<file path="config.mk">
export PLATFORM = sky130hd
export DESIGN_NAME = exp_1x1_ker_fetch_flat
export DESIGN_NICKNAME = d
export VERILOG_FILES = /design/src/rtl/exp_1x1_ker_fetch_if.sv /design/src/rtl/exp_1x1_ker_fetch.sv /design/src/flat_wrapper.sv
export SDC_FILE = /design/constraint.sdc
export NUM_CORES = 1
export LEC_CHECK = 0
export ABC_AREA = 0
export CAP_MARGIN = 20
export CORE_MARGIN = 2
export CORE_UTILIZATION = 45
export CTS_BUF_LIST = sky130_fd_sc_hd__clkbuf_8
export DETAILED_ROUTE_END_ITERATION = 16
export PLACE_DENSITY = 0.78
export RECOVER_POWER = 25
export SETUP_SLACK_MARGIN = 0.02
export SYNTH_ARGS = -nofsm -noshare
export SYNTH_HDL_FRONTEND = slang
export SYNTH_SLANG_ARGS = --single-unit
</file>
<file path="constraint.sdc">
create_clock -name clk_i -period 3.89 [get_ports clk_i]
set_input_delay 0.778 -clock clk_i [delete_from_list [all_inputs] [get_ports clk_i]]
set_output_delay 0.778 -clock clk_i [all_outputs]
set_load 0.03 [all_outputs]
</file>
<file path="src/rtl/exp_1x1_ker_fetch_if.sv">
`default_nettype none
// ============================================================================
// Module   : exp_1x1_ker_fetch_if
// Desc     : Memory burst-read bus and downstream FIFO write port of the
//            expand-1x1 kernel fetcher.
// Revision : 1.0
// ============================================================================
interface exp_1x1_ker_fetch_if;
    logic        mem_rd_o;
    logic [31:0] mem_rd_addr_o;
    logic [4:0]  mem_burst_o;
    logic        mem_waitrequest_i;
    logic        mem_rd_valid_i;
    logic [63:0] mem_rd_data_i;
    logic [7:0]  fifo_exp_1x1_data_count_i;
    logic        fifo_exp_1x1_clr_o;
    logic        fifo_exp_1x1_wr_en_o;
    logic [63:0] fifo_exp_1x1_wr_data_o;

    // fetcher side
    modport master (
        output mem_rd_o,
        output mem_rd_addr_o,
        output mem_burst_o,
        input  mem_waitrequest_i,
        input  mem_rd_valid_i,
        input  mem_rd_data_i,
        input  fifo_exp_1x1_data_count_i,
        output fifo_exp_1x1_clr_o,
        output fifo_exp_1x1_wr_en_o,
        output fifo_exp_1x1_wr_data_o
    );

    // memory / FIFO side
    modport slave (
        input  mem_rd_o,
        input  mem_rd_addr_o,
        input  mem_burst_o,
        output mem_waitrequest_i,
        output mem_rd_valid_i,
        output mem_rd_data_i,
        output fifo_exp_1x1_data_count_i,
        input  fifo_exp_1x1_clr_o,
        input  fifo_exp_1x1_wr_en_o,
        input  fifo_exp_1x1_wr_data_o
    );
endinterface
`default_nettype wire

</file>
<file path="src/rtl/exp_1x1_ker_fetch.sv">
`default_nettype none
// ============================================================================
// Module   : exp_1x1_ker_fetch
// Desc     : Fetches a layer's expand-1x1 kernels from memory in bursts of
//            64-bit beats and writes them, in order, into the downstream FIFO.
// Options  : define EXP1_KER_FETCH_ERR_EN for a sticky stray-beat error flag
//            on err_o (tied 0 otherwise).
// Revision : 1.0
// ============================================================================
module exp_1x1_ker_fetch #(
    parameter int BURST_LEN    = 16,
    parameter int FIFO_HIGH_WM = 224
) (
    input  wire                  clk_i,
    input  wire                  rst_n_i,
    input  wire                  start_i,
    input  wire                  exp_1x1_en_i,
    input  wire [31:0]           ker_base_addr_i,
    input  wire [11:0]           tot_exp1_ker_addr_limit_i,
    exp_1x1_ker_fetch_if.master  bus,
    output logic                 busy_o,
    output logic                 done_o,
    output logic                 err_o
);

    localparam logic [11:0] c_burst_len   = 12'(BURST_LEN);
    localparam logic [4:0]  c_burst_len_s = 5'(BURST_LEN);
    localparam logic [10:0] c_high_wm     = 11'(FIFO_HIGH_WM);

    typedef enum logic [2:0] {
        S_IDLE  = 3'd0,
        S_CLEAR = 3'd1,
        S_ISSUE = 3'd2,
        S_DRAIN = 3'd3,
        S_DONE  = 3'd4
    } state_t;

    state_t      r_state;
    logic [31:0] r_addr;
    logic [11:0] r_remaining;
    logic [8:0]  r_outstanding;
    logic        r_mem_rd;
    logic [31:0] r_mem_addr;
    logic [4:0]  r_mem_burst;
    logic        r_clr;
    logic        r_wr_en;
    logic [63:0] r_wr_data;
    logic        r_busy;
    logic        r_done;

    logic        w_start_go;
    logic [4:0]  w_len;
    logic [10:0] w_need;
    logic        w_can_issue;
    logic        w_accept;
    logic        w_beat_ok;
    logic [8:0]  w_outstanding_nxt;
    logic        w_unused_limit_lsb;

    // Only the 64-bit beat count matters; the 32-bit LSB is absorbed by the
    // round-up in the beat computation.
    assign w_unused_limit_lsb = tot_exp1_ker_addr_limit_i[0];

    assign w_start_go = start_i && exp_1x1_en_i;

    assign w_len = (r_remaining >= c_burst_len) ? c_burst_len_s : r_remaining[4:0];

    // Issue only if the FIFO can absorb everything already requested plus this burst.
    assign w_need      = {3'b000, bus.fifo_exp_1x1_data_count_i}
                       + {2'b00, r_outstanding}
                       + {6'b000000, w_len};
    assign w_can_issue = (r_remaining != 12'd0) && (w_need <= c_high_wm);

    assign w_accept  = r_mem_rd && !bus.mem_waitrequest_i;

    // Beats nobody asked for (idle, or nothing outstanding) never reach the FIFO.
    assign w_beat_ok = bus.mem_rd_valid_i && (r_state != S_IDLE) && (r_outstanding != 9'd0);

    assign w_outstanding_nxt = r_outstanding
                             + (w_accept  ? {4'b0000, r_mem_burst} : 9'd0)
                             - (w_beat_ok ? 9'd1 : 9'd0);

    always_ff @(posedge clk_i or negedge rst_n_i) begin
        if (!rst_n_i) begin
            r_outstanding <= 9'd0;
            r_wr_en       <= 1'b0;
            r_wr_data     <= 64'd0;
        end else begin
            r_outstanding <= w_outstanding_nxt;
            r_wr_en       <= w_beat_ok;
            if (w_beat_ok) begin
                r_wr_data <= bus.mem_rd_data_i;
            end
        end
    end

    always_ff @(posedge clk_i or negedge rst_n_i) begin
        if (!rst_n_i) begin
            r_state     <= S_IDLE;
            r_addr      <= 32'd0;
            r_remaining <= 12'd0;
            r_mem_rd    <= 1'b0;
            r_mem_addr  <= 32'd0;
            r_mem_burst <= 5'd0;
            r_clr       <= 1'b0;
            r_busy      <= 1'b0;
            r_done      <= 1'b0;
        end else begin
            case (r_state)
                S_IDLE: begin
                    if (w_start_go) begin
                        r_state     <= S_CLEAR;
                        r_clr       <= 1'b1;
                        r_busy      <= 1'b1;
                        r_addr      <= ker_base_addr_i;
                        r_remaining <= {1'b0, tot_exp1_ker_addr_limit_i[11:1]} + 12'd1;
                    end
                end

                S_CLEAR: begin
                    r_clr   <= 1'b0;
                    r_state <= S_ISSUE;
                end

                S_ISSUE: begin
                    if (r_mem_rd) begin
                        // Request held unchanged until the memory takes it.
                        if (!bus.mem_waitrequest_i) begin
                            r_mem_rd    <= 1'b0;
                            r_addr      <= r_addr + {24'd0, r_mem_burst, 3'b000};
                            r_remaining <= r_remaining - {7'd0, r_mem_burst};
                            if (r_remaining == {7'd0, r_mem_burst}) begin
                                r_state <= S_DRAIN;
                            end
                        end
                    end else if (w_can_issue) begin
                        r_mem_rd    <= 1'b1;
                        r_mem_addr  <= r_addr;
                        r_mem_burst <= w_len;
                    end
                end

                S_DRAIN: begin
                    // Wait for the last beat's FIFO write to leave the output register.
                    if ((r_outstanding == 9'd0) && !r_wr_en) begin
                        r_state <= S_DONE;
                        r_done  <= 1'b1;
                    end
                end

                S_DONE: begin
                    r_done  <= 1'b0;
                    r_busy  <= 1'b0;
                    r_state <= S_IDLE;
                end

                default: begin
                    r_state  <= S_IDLE;
                    r_mem_rd <= 1'b0;
                    r_clr    <= 1'b0;
                    r_busy   <= 1'b0;
                    r_done   <= 1'b0;
                end
            endcase
        end
    end

`ifdef EXP1_KER_FETCH_ERR_EN
    logic r_err;
    logic w_stray;

    assign w_stray = bus.mem_rd_valid_i && ((r_state == S_IDLE) || (r_outstanding == 9'd0));

    always_ff @(posedge clk_i or negedge rst_n_i) begin
        if (!rst_n_i) begin
            r_err <= 1'b0;
        end else if (w_stray) begin
            r_err <= 1'b1;
        end else if (start_i && (r_state == S_IDLE)) begin
            r_err <= 1'b0;
        end
    end

    assign err_o = r_err;
`else
    assign err_o = 1'b0;
`endif

    assign bus.mem_rd_o               = r_mem_rd;
    assign bus.mem_rd_addr_o          = r_mem_addr;
    assign bus.mem_burst_o            = r_mem_burst;
    assign bus.fifo_exp_1x1_clr_o     = r_clr;
    assign bus.fifo_exp_1x1_wr_en_o   = r_wr_en;
    assign bus.fifo_exp_1x1_wr_data_o = r_wr_data;
    assign busy_o                     = r_busy;
    assign done_o                     = r_done;

endmodule
`default_nettype wire

</file>
<file path="src/flat_wrapper.sv">
// flat-port wrapper written by rule: the top's interface ports become plain ports
module exp_1x1_ker_fetch_flat 
#(
    parameter int BURST_LEN    = 16,
    parameter int FIFO_HIGH_WM = 224
)
  (clk_i, rst_n_i, start_i, exp_1x1_en_i, ker_base_addr_i, tot_exp1_ker_addr_limit_i, busy_o, done_o, err_o, bus_mem_rd_o, bus_mem_rd_addr_o, bus_mem_burst_o, bus_mem_waitrequest_i, bus_mem_rd_valid_i, bus_mem_rd_data_i, bus_fifo_exp_1x1_data_count_i, bus_fifo_exp_1x1_clr_o, bus_fifo_exp_1x1_wr_en_o, bus_fifo_exp_1x1_wr_data_o);
  exp_1x1_ker_fetch_if bus_i ();
  input  wire clk_i;
  input  wire rst_n_i;
  input  wire start_i;
  input  wire exp_1x1_en_i;
  input  wire [31:0] ker_base_addr_i;
  input  wire [11:0] tot_exp1_ker_addr_limit_i;
  output logic busy_o;
  output logic done_o;
  output logic err_o;
  output wire logic [$bits(bus_i.mem_rd_o)-1:0] bus_mem_rd_o;
  output wire logic [$bits(bus_i.mem_rd_addr_o)-1:0] bus_mem_rd_addr_o;
  output wire logic [$bits(bus_i.mem_burst_o)-1:0] bus_mem_burst_o;
  input wire logic [$bits(bus_i.mem_waitrequest_i)-1:0] bus_mem_waitrequest_i;
  input wire logic [$bits(bus_i.mem_rd_valid_i)-1:0] bus_mem_rd_valid_i;
  input wire logic [$bits(bus_i.mem_rd_data_i)-1:0] bus_mem_rd_data_i;
  input wire logic [$bits(bus_i.fifo_exp_1x1_data_count_i)-1:0] bus_fifo_exp_1x1_data_count_i;
  output wire logic [$bits(bus_i.fifo_exp_1x1_clr_o)-1:0] bus_fifo_exp_1x1_clr_o;
  output wire logic [$bits(bus_i.fifo_exp_1x1_wr_en_o)-1:0] bus_fifo_exp_1x1_wr_en_o;
  output wire logic [$bits(bus_i.fifo_exp_1x1_wr_data_o)-1:0] bus_fifo_exp_1x1_wr_data_o;
  assign bus_mem_rd_o = bus_i.mem_rd_o;
  assign bus_mem_rd_addr_o = bus_i.mem_rd_addr_o;
  assign bus_mem_burst_o = bus_i.mem_burst_o;
  assign bus_i.mem_waitrequest_i = bus_mem_waitrequest_i;
  assign bus_i.mem_rd_valid_i = bus_mem_rd_valid_i;
  assign bus_i.mem_rd_data_i = bus_mem_rd_data_i;
  assign bus_i.fifo_exp_1x1_data_count_i = bus_fifo_exp_1x1_data_count_i;
  assign bus_fifo_exp_1x1_clr_o = bus_i.fifo_exp_1x1_clr_o;
  assign bus_fifo_exp_1x1_wr_en_o = bus_i.fifo_exp_1x1_wr_en_o;
  assign bus_fifo_exp_1x1_wr_data_o = bus_i.fifo_exp_1x1_wr_data_o;
  exp_1x1_ker_fetch #(.BURST_LEN(BURST_LEN), .FIFO_HIGH_WM(FIFO_HIGH_WM)) u_core (.clk_i(clk_i), .rst_n_i(rst_n_i), .start_i(start_i), .exp_1x1_en_i(exp_1x1_en_i), .ker_base_addr_i(ker_base_addr_i), .tot_exp1_ker_addr_limit_i(tot_exp1_ker_addr_limit_i), .bus(bus_i), .busy_o(busy_o), .done_o(done_o), .err_o(err_o));
endmodule
</file>
## Word level (Yosys, flattened, before mapping)

Index checks and enable logic that the tools add are counted.
Widths: inputs -> output; s select.

- Register bits after elaboration: 162
- Logic and storage cells: 85

- Add/subtract/negate cells: 7
- Order comparisons: 2
- Eq/ne operators: 10
- Multiplexer cells: 26
- Bitwise operators: 4
- Reductions and logical operators: 24

Operators by type and width:

| kind | count |
|---|---|
| $mux 32 | 3 |
| $pmux 32 s2 | 1 |
| $mux 12 | 3 |
| $add 32x8->32 | 1 |
| $pmux 12 s2 | 1 |
| $mux 3 | 5 |
| $add 11x1->12 const B | 1 |
| $eq 12x5->1 | 1 |
| $ge 12x5->1 const B | 1 |
| $pmux 3 s4 | 1 |
| $reduce_bool 12->1 | 1 |
| $sub 12x5->12 | 1 |
| $add 11x5->11 | 1 |
| $le 11x8->1 const B | 1 |
| $add 8x9->10 | 1 |
| $mux 5 | 2 |
| $add 9x9->9 | 1 |
| $logic_not 9->1 | 1 |
| $reduce_bool 9->1 | 1 |
| $reduce_or 3->1 | 3 |
| $sub 9x9->9 | 1 |
| $ne 2x1->1 const B | 4 |
| $pmux 1 s2 | 4 |
| $eq 3x2->1 const B | 2 |
| other kinds (15) | 31 |

## Longest topological paths before layout

Gate-level depths: netlist of run 1.

- Depth in word-level cells: 8
- Mapped depth: 19
- Gate-level depth less buffers: 17

## Worst setup path after synthesis of run 1

No wires, ideal clock.

- Path type: register to register
- From: register u_core.r_remaining[6]
- To: register u_core.r_mem_addr[19], in the netlist u_core.bus.mem_rd_addr_o[19]
- Setup time: 125 ps
- Arrival time: 4,015 ps
- Path slack: -250 ps
- Cell stages (with the launch flop): 20
- Buffers on the path: 2
- Cells stage by stage: dfrtp_1 or3_1 or4_1 or2_4 nor2_8 inv_1 nor2_1 ha_1 inv_1 fa_1 inv_1 nor4_1 mux2_2 a21boi_0 a31oi_1 o211ai_1 a31oi_1 buf_6 buf_6 mux2_4

- Cells in the longest elaborated chain, start to end: 6

Ends and longest elaborated chain:

| what | RTL line | text |
|---|---|---|
| from (decl) | exp_1x1_ker_fetch.sv:40 | `logic [11:0] r_remaining;` |
| from (signal assigned) | exp_1x1_ker_fetch.sv:116 | `r_remaining <= {1'b0, tot_exp1_ker_addr_limit_i[11:1]} + 12'd1;` |
| from (signal assigned) | exp_1x1_ker_fetch.sv:131 | `r_remaining <= r_remaining - {7'd0, r_mem_burst};` |
| $ge 12x5->1 | exp_1x1_ker_fetch.sv:66 | `assign w_len = (r_remaining >= c_burst_len) ? c_burst_len_s : r_remaining[4:0];` |
| $mux 5 | exp_1x1_ker_fetch.sv:66 |  |
| named net u_core.w_len[4] | exp_1x1_ker_fetch.sv:52 | `logic [4:0] w_len;` |
| $add 11x5->11 | exp_1x1_ker_fetch.sv:71 | `+ {6'b000000, w_len};` |
| $le 11x8->1 | exp_1x1_ker_fetch.sv:72 | `assign w_can_issue = (r_remaining != 12'd0) && (w_need <= c_high_wm);` |
| $logic_and 1x1->1 | exp_1x1_ker_fetch.sv:72 |  |
| $reduce_and 3->1 (no source line) | - |  |
| to (signal assigned) | exp_1x1_ker_fetch.sv:138 | `r_mem_addr <= r_addr;` |
| to (decl) | exp_1x1_ker_fetch.sv:43 | `logic [31:0] r_mem_addr;` |

The timed path passes the listed nets, and every way through them passes these cells.
A chain may end at the register's enable or synchronous reset.

## Worst setup path in the final report of run 1

- From: register u_core.r_remaining[6]
- To: register u_core.r_mem_addr[2], in the netlist u_core.bus.mem_rd_addr_o[2]

The elaborated chain is that of the path after synthesis.

==> results of run 1 <==
layout make-up:
class | count | area [um^2] | share of cell area, %
Clock buffer | 17 | 234 | 1.95
Clock inverter | 15 | 164 | 1.37
Inverter | 52 | 195 | 1.63
Multi-Input combinational cell | 538 | 4230 | 35.3
Sequential cell | 162 | 4050 | 33.9
Tap cell | 234 | 293 | 2.44
Timing Repair Buffer | 275 | 2800 | 23.4
timing repair:
item                                    in CTS  in global routing
setup buffers                                6                  2
gates cloned                                 6                  0
pin swaps                                    7                  2
gates resized for setup                     35                  3
endpoints found under the setup margin      38                 38
kinds of logic after synthesis:
logic type                 Yosys count  share of synthesized area [%]
xor gates and xnor gates            28                           2.89
and+or+nand+nor                    181                           10.2
adders and majority gates           43                           6.78
muxes                              106                           14.8
other                                1                         0.0442
AOI/OAI and AO/OA                  179                           13.3
DFF                                162                           47.8
buffers and inverters               88                           4.22
final timing paths:
path | slack [ns] | end | start
worst max register to register | -0.41 | u_core.bus.mem_rd_addr_o[2] | u_core.r_remaining[6]
worst max-delay path | -0.41 | u_core.bus.mem_rd_addr_o[2] | u_core.r_remaining[6]
worst min-delay path | 0.51 | u_core.bus.fifo_exp_1x1_wr_data_o[9] | u_core.bus.fifo_exp_1x1_wr_data_o[9]
worst min register to register | 0.51 | u_core.bus.fifo_exp_1x1_wr_data_o[9] | u_core.bus.fifo_exp_1x1_wr_data_o[9]
min in group asynchronous | 1.05 | u_core.bus.fifo_exp_1x1_wr_data_o[30] | rst_n_i
max in group asynchronous | 1.23 | u_core.r_addr[6] | rst_n_i
metrics by stage:
stage	area (um^2)	setup TNS (ns)	worst slack [ns]
4_1_cts	12000	-11.61	-0.365
2_1_floorplan	8500	-5.64	-0.200
3_5_place_dp	11200	-23.32	-0.665
3_3_place_gp	11200	-19.62	-0.556
5_1_grt	12000	-17.55	-0.526
6_report	12000	-12.83	-0.410
sequential cells by signal, indices dropped and copies added, names as in the netlist, 3 cells and up:
| signal | cells |
|---|---|
| u_core.bus.fifo_exp_1x1_wr_data_o | 64 |
| u_core.bus.mem_rd_addr_o | 32 |
| u_core.r_addr | 32 |
| u_core.r_remaining | 12 |
| u_core.r_outstanding | 9 |
| u_core.bus.mem_burst_o | 5 |
| u_core.r_state | 3 |
layer usage:
metal | GRT usage, % | up-vias
met2 | 38.6 | 263
met3 | 8.23 | 50
met5 | 0 | -
li1 | - | 3310
met1 | 28.5 | 3400
met4 | 8.42 | 0
placed cells by master (no fill, tap or decap), drive strengths merged, types with 38 or more instances in the layout:
master           n
nor2            52
ha              38
nand2           52
dfrtp          162
a21oi           58
mux2           104
buf             49
inv             59
clkdlybuf4s50  225
o21ai           39
where the power goes:
part / total, uW / internal [uW] / switching, uW
Combinational: 5810 / 3000 / 2810
Clock: 1240 / 484 / 751
Sequential: 2750 / 2260 / 489
==> metrics.log, run 1 <==
[metrics] result of the run: finished with violations
[metrics] failing checks: capacitance limit, slew limit, setup timing
[metrics] list of most frequent post-synthesis cells: sky130_fd_sc_hd__dfrtp_1 (162), sky130_fd_sc_hd__mux2_2 (87), sky130_fd_sc_hd__a21oi_1 (58)
[metrics] detailed placement HPWL: 15.8 mm
[metrics] count of maximum capacitance violations: 1
[metrics] vias post-DR: 7023
[metrics] share of cells above drive strength 1: 20.1%
[metrics] most used standard cell by instance count after synthesis: sky130_fd_sc_hd__dfrtp_1
[metrics] syn_nets: 953
[metrics] standard-cell row count: 50
[metrics] Pre-Repair DR Iteration Count: 5
[metrics] cell chain of the critical path: or3_4, or4_4, or2_4, nor2_8, inv_2, nor2_4, ha_4, inv_2, fa_2, inv_2, nor4_2, mux2_4, a21boi_2, a31oi_1, o211ai_1, a31oi_4, buf_12, buf_12, buf_16, mux2_2
[metrics] worst path setup slack after routing: -0.410 ns
[metrics] cell accounting for the most synthesized area: sky130_fd_sc_hd__dfrtp_1
[metrics] Cells after Synth: 788
[metrics] largest cells by area after synthesis: sky130_fd_sc_hd__dfrtp_1 (48%), sky130_fd_sc_hd__mux2_2 (12%), sky130_fd_sc_hd__ha_1 (5.6%), sky130_fd_sc_hd__a21oi_1 (3.4%), sky130_fd_sc_hd__mux2_4 (3.0%)
[metrics] total number of cells along the worst setup path: 20
[metrics] number of synthesized register bits: 162
[metrics] dominant cell type by count on the critical path: sky130_fd_sc_hd__inv_2
[metrics] Tcrit/Tclk final: 111%
[metrics] Max-slew headroom: -74.9%
[metrics] Leak: 0.00516 uW
[metrics] routed via count divided by cell count: 5.43
[metrics] Die Span Y: 141 um
[metrics] synth-to-layout area growth: 41.1%
[metrics] Hold Buf Count CTS: 0
[metrics] critical path peak fanout: 5
[metrics] slowest library cell on the worst path: sky130_fd_sc_hd__fa_2
[metrics] Post-Syn Area: 0.00849 mm^2
[metrics] post-route total power: 9790 uW
[metrics] final hold violations: 0
[metrics] critical path data arrival time: 4.65 ns
[metrics] utilization after layout: 64.5%
[metrics] power density cells: 818 mW/mm^2
[metrics] setup repair after global routing missed its margin: true
[metrics] clock slew seen by the registers of the worst setup and hold paths: 0.09 ns
[metrics] total clock buffers created by CTS: 17
[metrics] post-synthesis average cell area: 10.8 um^2
[metrics] Finished Layout Cells: 1293
[metrics] buffers added on ports: 226
[metrics] category of the worst setup path launch point: flip-flop
[metrics] highest signal layer in the routed design: met4
[metrics] number of warnings printed during yosys synthesis: 0
[metrics] Final Critical Period: 4.30 ns
[metrics] post-route antenna net violation count: 0
[metrics] clock sinks: 162
[metrics] area of the die: 0.0200 mm^2
[metrics] final-layout worst hold slack: 0.512 ns
[metrics] master cell of the clock root buffer: sky130_fd_sc_hd__clkbuf_8
[metrics] number of flops mapped to enable cells by yosys: 0
[metrics] total grt overflow: 0
[metrics] cell depth of the worst hold path: 1
[metrics] sum of met2 wire segment lengths after detailed routing: 11.0 mm
[metrics] sequential share of the synthesized area: 47.8%
[metrics] chip width: 141 um
[metrics] placed cell count: 1247
[metrics] H-tree Lvls: 4
[metrics] total DRC errors in the routed layout: 0
[metrics] number of buffers between clock root and the deepest sink: 2
[metrics] Least-Margin Pin Slew: 2.62 ns
[metrics] vias in the first global route: 7215
[metrics] Critical path buffers and inverters: 6
[metrics] total routing resource utilization after global routing: 23.4%
[metrics] Top-Level Pins: 229
[metrics] length of routed met3 wiring: 1.88 mm
[metrics] final layout net count: 1211
[metrics] number of unique standard cell types used by synthesis: 64
[metrics] final setup vio count: 38
[metrics] R2R depth: 20
[metrics] Synth top area share: 47.8%
[metrics] drt wl/cell: 17.6 um
[metrics] count of routing violations after the opening detailed-route iteration: 409
[metrics] placeable core region: 0.0186 mm^2
[metrics] critical path's top delay family: simple AND/OR/NAND/NOR gates
[metrics] highest clock frequency the design can meet: 233 MHz
[metrics] worst skew pair latency: 0.47 ns
[metrics] Starting Density: 45.7%
[metrics] first-pass GRT wire length: 36.8 mm
[metrics] number of antenna violations at the first check in global routing: 0
[metrics] endpoint required time on the critical path: 4.24 ns
[metrics] CTS tree: yes
[metrics] met1 wire length: 9.32 mm
[metrics] detailed-route wire length: 22.8 mm
[metrics] Final Slew Violations: 108
[metrics] path type of the worst setup path: flip-flop to flip-flop
[metrics] delay of the slowest critical-path stage: 0.52 ns
[metrics] final antenna diode count: 0
[metrics] setup skew after layout: 0.0175 ns
[metrics] post-synthesis async set-or-reset flop share: 100%
[metrics] gpl congestion: 0.858
[metrics] dominant synthesized flop cell: sky130_fd_sc_hd__dfrtp_1
[metrics] fill count: 1453
[metrics] largest net degree at the start of global routing: 108
[metrics] Hold Path Class: flip-flop to flip-flop
[metrics] worst supply voltage drop on vdd: 324 uV
[metrics] Worst setup EP type: flip-flop
Power figures use the tool's default switching activity.
==> run 2: changes to the inputs <==
--- a/config.mk
+++ b/config.mk
@@ -6,10 +6,11 @@
 export NUM_CORES = 1
 export LEC_CHECK = 0
 export ABC_AREA = 0
-export CAP_MARGIN = 20
+export CAP_MARGIN = 15
 export CORE_MARGIN = 2
 export CORE_UTILIZATION = 45
 export CTS_BUF_LIST = sky130_fd_sc_hd__clkbuf_8
+export CTS_CLUSTER_DIAMETER = 80
 export DETAILED_ROUTE_END_ITERATION = 16
 export PLACE_DENSITY = 0.78
 export RECOVER_POWER = 25
==> results of run 2 <==
The final DEF is identical to that of run 1; final timing and power are the same.
==> run 3: changes to the inputs <==
--- a/config.mk
+++ b/config.mk
@@ -8,11 +8,11 @@
 export ABC_AREA = 0
 export CAP_MARGIN = 15
 export CORE_MARGIN = 2
-export CORE_UTILIZATION = 45
+export CORE_UTILIZATION = 40
 export CTS_BUF_LIST = sky130_fd_sc_hd__clkbuf_8
 export CTS_CLUSTER_DIAMETER = 80
 export DETAILED_ROUTE_END_ITERATION = 16
-export PLACE_DENSITY = 0.78
+export PLACE_DENSITY = 0.71
 export RECOVER_POWER = 25
 export SETUP_SLACK_MARGIN = 0.02
 export SYNTH_ARGS = -nofsm -noshare
==> run 3 against run 2 <==
- the run still ends with capacitance limit, slew limit, setup timing left
- clock power increased by 4%
- first-iteration DRC count decreased by 22%
- worst setup slack improved by 0.016 ns
- sequential share of layout area about the same
- clock skew increased by 0.0033 ns
- clock-buffer cell count unchanged
- critical path type unchanged
==> metrics.log, run 3 (same netlist as run 1, synthesis figures left out) <==
[metrics] Least-Margin Pin Slew: 1.81 ns (-0.815 ns)
[metrics] Pre-Repair DR Iteration Count: 5 (unchanged)
[metrics] Tcrit/Tclk final: 110% (-0.41 points)
[metrics] detailed placement HPWL: 16.4 mm (+3.6%)
[metrics] setup repair after global routing missed its margin: true
[metrics] worst path setup slack after routing: -0.394 ns (+0.0160 ns)
[metrics] Hold Path End: u_core.r_addr[1]
[metrics] buffers added on ports: 226 (unchanged)
[metrics] top library cells by usage in the layout, fill and taps aside: sky130_fd_sc_hd__clkdlybuf4s50_1 (225), sky130_fd_sc_hd__dfrtp_1 (162), sky130_fd_sc_hd__mux2_2 (82), sky130_fd_sc_hd__a21oi_1 (56), sky130_fd_sc_hd__nand2_1 (51)
[metrics] clock sinks: 162 (unchanged)
[metrics] Leak: 0.00512 uW (-0.73%)
[metrics] fill count: 1813 (+25%)
[metrics] placeable core region: 0.0210 mm^2 (+13%)
[metrics] master cell of the clock root buffer: sky130_fd_sc_hd__clkbuf_8
[metrics] total DRC errors in the routed layout: 0 (unchanged)
[metrics] vias post-DR: 6942 (-1.2%)
[metrics] routed via count divided by cell count: 5.20 (-4.3%)
[metrics] total routing resource utilization after global routing: 20.8% (-2.6 points)
[metrics] setup slack of the worst register-to-register path: -0.39 ns (+0.02 ns)
[metrics] endpoint required time on the critical path: 4.24 ns (about the same)
[metrics] min-delay src: u_core.r_addr[1]
[metrics] H-tree Lvls: 4 (unchanged)
[metrics] largest net degree at the start of global routing: 71 (-34%)
[metrics] Final Critical Period: 4.28 ns (-0.0160 ns)
[metrics] final setup vio count: 38 (unchanged)
[metrics] count of routing violations after the opening detailed-route iteration: 321 (-22%)
[metrics] setup skew after layout: 0.0208 ns (+0.00329 ns)
[metrics] vias in the first global route: 7117 (-1.4%)
[metrics] Max-slew headroom: -20.5% (+54 points)
[metrics] failing checks: capacitance limit, slew limit, setup timing
[metrics] Top-Level Pins: 229 (unchanged)
[metrics] final hold violations: 0 (unchanged)
[metrics] worst supply voltage drop on vdd: 349 uV (+7.6%)
[metrics] number of flip-flops in the largest register: 64 (unchanged)
[metrics] Die Span Y: 150 um (+5.9%)
[metrics] placed cell count: 1292 (+3.6%)
[metrics] R2R depth: 20 (unchanged)
[metrics] detailed-route wire length: 22.7 mm (-0.21%)
[metrics] gpl congestion: 0.828 (-3.5%)
[metrics] number of antenna violations at the first check in global routing: 1 (+1)
[metrics] Hold Buf Count CTS: 0 (unchanged)
[metrics] total clock buffers created by CTS: 17 (unchanged)
[metrics] Hold Path Class: flip-flop to flip-flop
[metrics] chip width: 150 um (+5.9%)
[metrics] CTS tree: yes
[metrics] number of buffers between clock root and the deepest sink: 2 (unchanged)
[metrics] power density cells: 793 mW/mm^2 (-3.1%)
[metrics] final layout net count: 1214 (+0.25%)
[metrics] worst slack at placement: -0.640 ns (+0.0241 ns)
[metrics] critical path peak fanout: 5 (unchanged)
[metrics] Final Slew Violations: 71 (-34%)
[metrics] Worst setup EP type: flip-flop
[metrics] drt wl/cell: 17.0 um (-3.4%)
[metrics] share of cells above drive strength 1: 19.9% (-0.23 points)
[metrics] Finished Layout Cells: 1336 (+3.3%)
[metrics] total grt overflow: 0 (unchanged)
[metrics] post-route total power: 9490 uW (-3.1%)
[metrics] cell area after layout: 0.0120 mm^2 (about the same)
[metrics] most common cell after layout, fill and taps aside: sky130_fd_sc_hd__clkdlybuf4s50_1
[metrics] standard-cell row count: 53 (+6.0%)
[metrics] first-pass GRT wire length: 36.4 mm (-0.98%)
[metrics] highest clock frequency the design can meet: 233 MHz (+0.37%)
[metrics] worst flop-to-flop path startpoint: u_core.r_remaining[6]
[metrics] cell depth of the worst hold path: 1 (unchanged)
[metrics] count of maximum capacitance violations: 1 (unchanged)
[metrics] path type of the worst setup path: flip-flop to flip-flop
[metrics] start point of the critical path: u_core.r_remaining[6]
[metrics] critical path data arrival time: 4.63 ns (-0.02 ns)
[metrics] Starting Density: 40.5% (-5.2 points)
[metrics] post-route antenna net violation count: 0 (unchanged)
[metrics] area of the die: 0.0224 mm^2 (+12%)
[metrics] worst skew pair latency: 0.46 ns (about the same)
[metrics] category of the worst setup path launch point: flip-flop
[metrics] area post-placement: 0.0113 mm^2 (+0.95%)
[metrics] synth-to-layout area growth: 41.0% (about the same)
[metrics] result of the run: finished with violations
[metrics] clock slew seen by the registers of the worst setup and hold paths: 0.10 ns (about the same)
[metrics] final antenna diode count: 0 (unchanged)
[metrics] terminus of the critical flop-to-flop path: u_core.bus.mem_rd_addr_o[28]
-- run 3: changes by cell type in the layout (fill, tap and decap cells not counted), sizes merged --
| cell | previous run | this run |
|---|---|---|
| clkinv | 8 | 2 |
| bufinv | 0 | 2 |
| clkbuf | 18 | 20 |
| clkinvlp | 0 | 2 |
| buf | 49 | 50 |
| inv | 59 | 60 |
-- run 3: timing repair --
item                       in CTS  in global routing
gates resized for setup        19                  6
pin swaps                       4                  2
setup endpoints to repair      38                 38
cloned                          3                  0
setup buffers                   8                  2
-- run 3: how the worst max path moves through the flow --
stage	endpoint	slack, ns
3_5_place_dp	u_core.bus.mem_rd_addr_o[18]	-0.64
6_report	u_core.bus.mem_rd_addr_o[28]	-0.39
2_1_floorplan	u_core.bus.mem_rd_addr_o[19]	-0.20
4_1_cts	u_core.bus.mem_rd_addr_o[11]	-0.36
3_3_place_gp	u_core.bus.mem_rd_addr_o[18]	-0.58
5_1_grt	u_core.bus.mem_rd_addr_o[26]	-0.53
-- run 3: cell type report --
type / instances / area [um^2] / share of cell area (%)
clock inverters: 14 / 173 / 1.44
well taps: 275 / 344 / 2.87
flip-flops and latches: 162 / 4050 / 33.9
clock buffers: 17 / 234 / 1.95
repair buffers: 278 / 2770 / 23.1
multi-input cells: 538 / 4200 / 35.1
inverters: 52 / 198 / 1.65
-- run 3: where the power goes --
part	internal, uW	switching (uW)	leakage [uW]
clock network	592	696	0.000203
logic	2780	2690	0.00302
registers	2260	472	0.00190
-- run 3: layer usage --
metal	part of all wire [%]	GRT usage, %	wire length, um
met1	42	26.1	9640
met2	47	33.9	10800
met4	2.2	6.60	495
met3	7.8	7.20	1780
met5	0.053	0	12
-- run 3: worst max-delay path: stages, from the launching register on --
cell                        delay (ns)
sky130_fd_sc_hd__dfrtp_1          0.40
sky130_fd_sc_hd__or3_4            0.39
sky130_fd_sc_hd__or4_4            0.42
sky130_fd_sc_hd__or2_4            0.27
sky130_fd_sc_hd__nor2_8           0.11
sky130_fd_sc_hd__inv_4            0.05
sky130_fd_sc_hd__nor2_4           0.11
sky130_fd_sc_hd__ha_4             0.15
sky130_fd_sc_hd__inv_2            0.04
sky130_fd_sc_hd__fa_2             0.37
sky130_fd_sc_hd__nand2b_4         0.16
sky130_fd_sc_hd__o2bb2ai_2        0.14
sky130_fd_sc_hd__mux2_4           0.32
sky130_fd_sc_hd__a21oi_2          0.11
sky130_fd_sc_hd__nor2_1           0.05
sky130_fd_sc_hd__o211ai_1         0.24
sky130_fd_sc_hd__a31oi_4          0.13
sky130_fd_sc_hd__buf_12           0.17
sky130_fd_sc_hd__buf_12           0.13
sky130_fd_sc_hd__buf_16           0.14
sky130_fd_sc_hd__mux2_4           0.29
-- run 3: through the flow --
stage | util [%] | hold slack (ns) | TNS [ns]
detailed placement | 53.9 | 0.494 | -22.74
finish | 57.1 | 0.511 | -12.90
global placement | 53.9 | 0.483 | -20.38
global route | 57.1 | 0.531 | -18.03
CTS | 57.0 | 0.310 | -12.04
floorplan | - | 0.470 | -5.64
